[config.mk]
export PLATFORM = sky130hd
export DESIGN_NAME = cc_seq_ctrl
export DESIGN_NICKNAME = d
export VERILOG_FILES = /design/src/rtl/cc_seq_ctrl.sv
export SDC_FILE = /design/constraint.sdc
export NUM_CORES = 1
export LEC_CHECK = 0
export ABC_AREA = 1
export CORE_AREA = 2 2 242 149
export CTS_CLUSTER_DIAMETER = 50
export CTS_CLUSTER_SIZE = 25
export DETAILED_ROUTE_END_ITERATION = 7
export DIE_AREA = 0 0 244 151
export DONT_BUFFER_PORTS = 1
export PLACE_DENSITY = 0.5
export SETUP_SLACK_MARGIN = 0.1
export SLEW_MARGIN = 20
export SYNTH_ARGS = -nofsm -noshare
export SYNTH_HDL_FRONTEND = slang
export SYNTH_SLANG_ARGS = --single-unit
export TNS_END_PERCENT = 5
[constraint.sdc]
create_clock -name clk -period 7.6 [get_ports clk]
set_input_delay 0.76 -clock clk [delete_from_list [all_inputs] [get_ports clk]]
set_output_delay 0.76 -clock clk [all_outputs]
set_load 0.03 [all_outputs]
[src/rtl/cc_seq_ctrl.sv]
// Game sequencer for the Candy Crush core: snapshots a board and four moves from the host,
// streams them onto the CC input ports, then waits for the score or gives up after TIMEOUT cycles.
module cc_seq_ctrl #(
  parameter int CELLS   = 36,
  parameter int MOVES   = 4,
  parameter int TIMEOUT = 1000
) (
  input  logic                 clk,
  input  logic                 rst,
  input  logic                 start,
  input  logic [3*CELLS-1:0]   board_color,
  input  logic [6*MOVES-1:0]   move_pos,
  input  logic [2*MOVES-1:0]   move_action,
  input  logic [MOVES-1:0]     move_stripe,
  output logic                 busy,
  output logic                 cc_in_valid_1,
  output logic [2:0]           cc_in_color,
  output logic                 cc_in_valid_2,
  output logic [5:0]           cc_in_starting_pos,
  output logic [1:0]           cc_in_action,
  output logic                 cc_in_stripe,
  input  logic                 cc_out_valid,
  input  logic [6:0]           cc_out_score,
  output logic                 done,
  output logic                 timeout,
  output logic [6:0]           score
);

  localparam int WW = $clog2(TIMEOUT + 1);
  localparam logic [5:0]    CELL_LAST = 6'(CELLS - 1);
  localparam logic [1:0]    MOVE_LAST = 2'(MOVES - 1);
  localparam logic [WW-1:0] WAIT_LAST = WW'(TIMEOUT - 1);
  localparam logic [WW-1:0] WAIT_MAX  = {WW{1'b1}};
  localparam logic [WW-1:0] WAIT_ONE  = WW'(1);

  typedef enum logic [2:0] {
    S_IDLE = 3'd0,
    S_LOAD = 3'd1,
    S_GAP  = 3'd2,
    S_MOVE = 3'd3,
    S_WAIT = 3'd4
  } state_t;

  state_t          r_state;
  logic [5:0]      r_cell;
  logic [1:0]      r_mv;
  logic [WW-1:0]   r_wait;
  logic [2:0]      r_board  [CELLS];
  logic [5:0]      r_pos    [MOVES];
  logic [1:0]      r_act    [MOVES];
  logic            r_stripe [MOVES];

  logic            r_busy;
  logic            r_valid_1;
  logic [2:0]      r_color;
  logic            r_valid_2;
  logic [5:0]      r_start_pos;
  logic [1:0]      r_action;
  logic            r_stripe_o;
  logic            r_done;
  logic            r_timeout;
  logic [6:0]      r_score;

  // Sequencer FSM; every output is registered and reflects the cell/move counters' current slot.
  always_ff @(posedge clk or posedge rst) begin
    if (rst) begin
      r_state     <= S_IDLE;
      r_cell      <= 6'd0;
      r_mv        <= 2'd0;
      r_wait      <= '0;
      r_busy      <= 1'b0;
      r_valid_1   <= 1'b0;
      r_color     <= 3'd0;
      r_valid_2   <= 1'b0;
      r_start_pos <= 6'd0;
      r_action    <= 2'd0;
      r_stripe_o  <= 1'b0;
      r_done      <= 1'b0;
      r_timeout   <= 1'b0;
      r_score     <= 7'd0;
      for (int k = 0; k < CELLS; k++) r_board[k] <= 3'd0;
      for (int m = 0; m < MOVES; m++) begin
        r_pos[m]    <= 6'd0;
        r_act[m]    <= 2'd0;
        r_stripe[m] <= 1'b0;
      end
    end else begin
      r_done    <= 1'b0;
      r_timeout <= 1'b0;
      case (r_state)
        S_IDLE: begin
          // A start coinciding with the done/timeout pulse belongs to the game just ending.
          if (start && !r_done && !r_timeout) begin
            for (int k = 0; k < CELLS; k++) r_board[k] <= board_color[3*k +: 3];
            for (int m = 0; m < MOVES; m++) begin
              r_pos[m]    <= move_pos[6*m +: 6];
              r_act[m]    <= move_action[2*m +: 2];
              r_stripe[m] <= move_stripe[m];
            end
            r_state   <= S_LOAD;
            r_busy    <= 1'b1;
            r_cell    <= 6'd0;
            r_valid_1 <= 1'b1;
            r_color   <= board_color[2:0];
          end else begin
            r_state <= S_IDLE;
          end
        end
        S_LOAD: begin
          if (r_cell == CELL_LAST) begin
            r_state   <= S_GAP;
            r_valid_1 <= 1'b0;
            r_color   <= 3'd0;
          end else begin
            r_cell  <= r_cell + 6'd1;
            r_color <= r_board[r_cell + 6'd1];
          end
        end
        S_GAP: begin
          r_state     <= S_MOVE;
          r_mv        <= 2'd0;
          r_valid_2   <= 1'b1;
          r_start_pos <= r_pos[0];
          r_action    <= r_act[0];
          r_stripe_o  <= r_stripe[0];
        end
        S_MOVE: begin
          if (r_mv == MOVE_LAST) begin
            r_state     <= S_WAIT;
            r_wait      <= '0;
            r_valid_2   <= 1'b0;
            r_start_pos <= 6'd0;
            r_action    <= 2'd0;
            r_stripe_o  <= 1'b0;
          end else begin
            r_mv        <= r_mv + 2'd1;
            r_start_pos <= r_pos[r_mv + 2'd1];
            r_action    <= r_act[r_mv + 2'd1];
            r_stripe_o  <= r_stripe[r_mv + 2'd1];
          end
        end
        S_WAIT: begin
          if (cc_out_valid) begin
            r_state <= S_IDLE;
            r_busy  <= 1'b0;
            r_done  <= 1'b1;
            r_score <= cc_out_score;
          end else if (r_wait == WAIT_LAST) begin
            r_state   <= S_IDLE;
            r_busy    <= 1'b0;
            r_timeout <= 1'b1;
            r_score   <= 7'd0;
          end else if (r_wait != WAIT_MAX) begin
            r_wait <= r_wait + WAIT_ONE;
          end else begin
            r_wait <= r_wait;
          end
        end
        default: begin
          r_state   <= S_IDLE;
          r_busy    <= 1'b0;
          r_valid_1 <= 1'b0;
          r_valid_2 <= 1'b0;
        end
      endcase
    end
  end

  assign busy               = r_busy;
  assign cc_in_valid_1      = r_valid_1;
  assign cc_in_color        = r_color;
  assign cc_in_valid_2      = r_valid_2;
  assign cc_in_starting_pos = r_start_pos;
  assign cc_in_action       = r_action;
  assign cc_in_stripe       = r_stripe_o;
  assign done               = r_done;
  assign timeout            = r_timeout;
  assign score              = r_score;

endmodule

==> results_dict.tcl <==
set metrics [dict create \
    wl_um 24950 \
    p_per_area_nw_per_um2 473.1 \
    required_ns 7.98 \
    hold_viol_final 0 \
    path_buf_inv 3 \
    die_y_um 151 \
    grt_pass1_vias 6436 \
    period_needed_ns 2.649 \
    crit_path_max_fanout 59 \
    syn2layout_area_growth_pct 11.41 \
    syn_area_um2 8896 \
    ys_warn_count 0 \
    grt_usage_pct 13.95 \
    clkTransAtPathRegs_ns 0.07 \
    ir_worst_vdd_mv 0.1834 \
    post_drt_wl_per_cell_um 17.65 \
    stdcell_count 1413 \
    drc_errors 0 \
    cts.sinks 189 \
    clk_latency_ns 0.45 \
    path_class "reg -> reg" \
    seq_area_frac_synth_pct 53.16 \
    grt_pass1_wl_um 38780 \
    dp_cells 1379 \
    ant_nets 0 \
    tightest_slew_ns 0.9199 \
    status "finished, final reports clean" \
    cpLargestDelayFamily "buffers and inverters" \
    ios 179 \
    skew_ns 0.006868 \
    drive_gt1_share_pct 15.47 \
    max_cap_violations 0 \
    cts_resized 0 \
    drt_iter0_drc 516 \
    viasPerCell 4.643 \
    slowest_delay_ns 0.62 \
    ys_ff_latch 189 \
    p_leak_uw 0.004475 \
    fp.dieW_um 244 \
    avgSynthCellArea_um2 9.296 \
    setup_tns_ns 0 \
    antenna_found_initial 7 \
    rows 53 \
    rsz0062_at_grt "false" \
    synth_nets 1115 \
    grt_start_max_net_pins 211 \
    cts_tree "built" \
    h-tree-depth 4 \
    synthCells 957 \
    async_reset_ff_share_pct 100.0 \
    dpl.hpwl_um 17790 \
    final_nets 1090 \
    max_freq_mhz 377.5 \
    min_path_type "in -> async" \
    grt-ovfl-total 0 \
    ys_types 36 \
    cp_common_cell "nand2_1" \
    path_cells "buf_4 -> inv_1 -> buf_4 -> nand2_1 -> nand3_1 -> nand2_1 -> nand2_1 -> nand3_1 -> nand2_1 -> nor2_1 -> nand2_1 -> nand2_1 -> nand2_1 -> a21oi_1" \
    portBuffers 0 \
    die_area_um2 36840 \
    dr.pass1.iters 6 \
    ctsHoldBuffers 0 \
    clockBufferDepth 2 \
    clockRootBuffer "clkbuf_16" \
    core_area_um2 34550 \
    cts_buffers 17 \
    setup_viol 0 \
    ys.flop_type "dfrtp_1" \
    critPathSlowestCell "dfrtp_2" \
    relSlewSlack_pct 38.67 \
    fillCellCount 3672 \
    arrival_ns 3.03 \
    critPathCaptureType "flop" \
    fin_crit_sh_pct 34.86 \
    start_util_pct 25.75 \
    vias 6561 \
    cts_setup_buffers 0 \
    start_kind "flop" \
    synth_edf_count 0 \
    place_congestion 0.8065 \
    drv_slew 0 \
]
## metrics by stage
| step | hold WS (ns) | cell area, µm² | worst slack [ns] | util, % | power (µW) |
|---|---|---|---|---|---|
| global placement | 0.4706 | 9303 | 5.003 | 26.93 | 3825 |
| floorplan | 0.4570 | 8896 | 1.698 | - | 3305 |
| detailed placement | 0.4805 | 9303 | 4.989 | 26.93 | 3838 |
| global route | 0.3484 | 9908 | 4.633 | 28.68 | 5100 |
| CTS | 0.3405 | 9878 | 4.961 | 28.59 | 4765 |
| finish | 0.3466 | 9911 | 4.951 | 28.69 | 4689 |
## synth_stat cells, drive strengths merged (9+ instances only)
| cell type | instances | area share, % |
|---|---|---|
| a21oi | 74 | 4.2 |
| inv | 90 | 3.8 |
| a22oi | 10 | 0.84 |
| buf | 41 | 2.4 |
| dfrtp | 189 | 53 |
| o211ai | 11 | 0.93 |
| nor2 | 142 | 6.1 |
| o22ai | 12 | 0.84 |
| nand3 | 61 | 3.6 |
| o21ai | 59 | 3.4 |
| mux2 | 88 | 11 |
| clkbuf | 9 | 0.38 |
| nand2 | 136 | 5.9 |
## routing by layer
layer	vias up	wire length, µm	global-route usage [%]
met5	-	13	0
met4	2	458	4.604
met3	35	1943	5.032
met2	195	10790	20.16
met1	3206	11740	19.26
li1	3123	-	-
## worst paths after layout
kind	depth (start not counted)	from	slack, ns	endpoint
max in group asynchronous	2	rst	5.78	r_cell[0]
setup reg to reg	14	r_cell[0]	4.95	cc_in_color[1]
hold reg to reg	2	r_mv[1]	0.50	r_mv[1]
hold / removal	1	rst	0.35	r_board[20]
setup / recovery	14	r_cell[0]	4.95	cc_in_color[1]
min in group clk	1	cc_out_valid	0.38	timeout
## cells by family after synthesis
kind of cell | synth area share, %
fa+ha+maj | 0.4220
xor+xnor | 0.7596
flops | 53.16
mux | 11.14
simple gates | 16.75
buf+inv | 6.540
compound gates | 11.22
## layout by cell type (no fill, tap or decap), drive strengths merged, types with 4 or more instances in the layout
| cell | instances |
|---|---|
| clkinv | 4 |
| buf | 6 |
| a22oi | 10 |
| a21oi | 74 |
| dfrtp | 189 |
| o21ai | 59 |
| mux2 | 88 |
| o211ai | 11 |
| nor3 | 8 |
| clkbuf | 20 |
| nand2 | 136 |
| nor2 | 142 |
| inv | 93 |
| a22o | 7 |
| nand4 | 6 |
| nand3 | 61 |
| o22ai | 12 |
## final cells by class
cell class	instances	area [µm²]	area share (%)
sequential	189	4731	47.73
multi-input combinational	628	3592	36.25
tap	467	584.3	5.896
clock buffer	20	466.7	4.709
inverter	90	345.3	3.484
clock inverter	11	108.9	1.098
timing repair buffer	6	77.57	0.7827
antenna	2	5.005	0.05050
## state kept, by name (all words and copies together), names as in the netlist, 2 cells and up
name,count
r_stripe,4
r_wait,10
r_cell,6
score,7
cc_in_color,3
cc_in_action,2
r_mv,2
r_act,8
r_state,3
r_board,108
cc_in_starting_pos,6
r_pos,24
## report_power, final
group          internal (µW)  switching [µW]  total [µW]
registers               1470             429        1900
clock network            480             417         897
logic                    753            1140        1890
(Power assumes the default switching activity.)
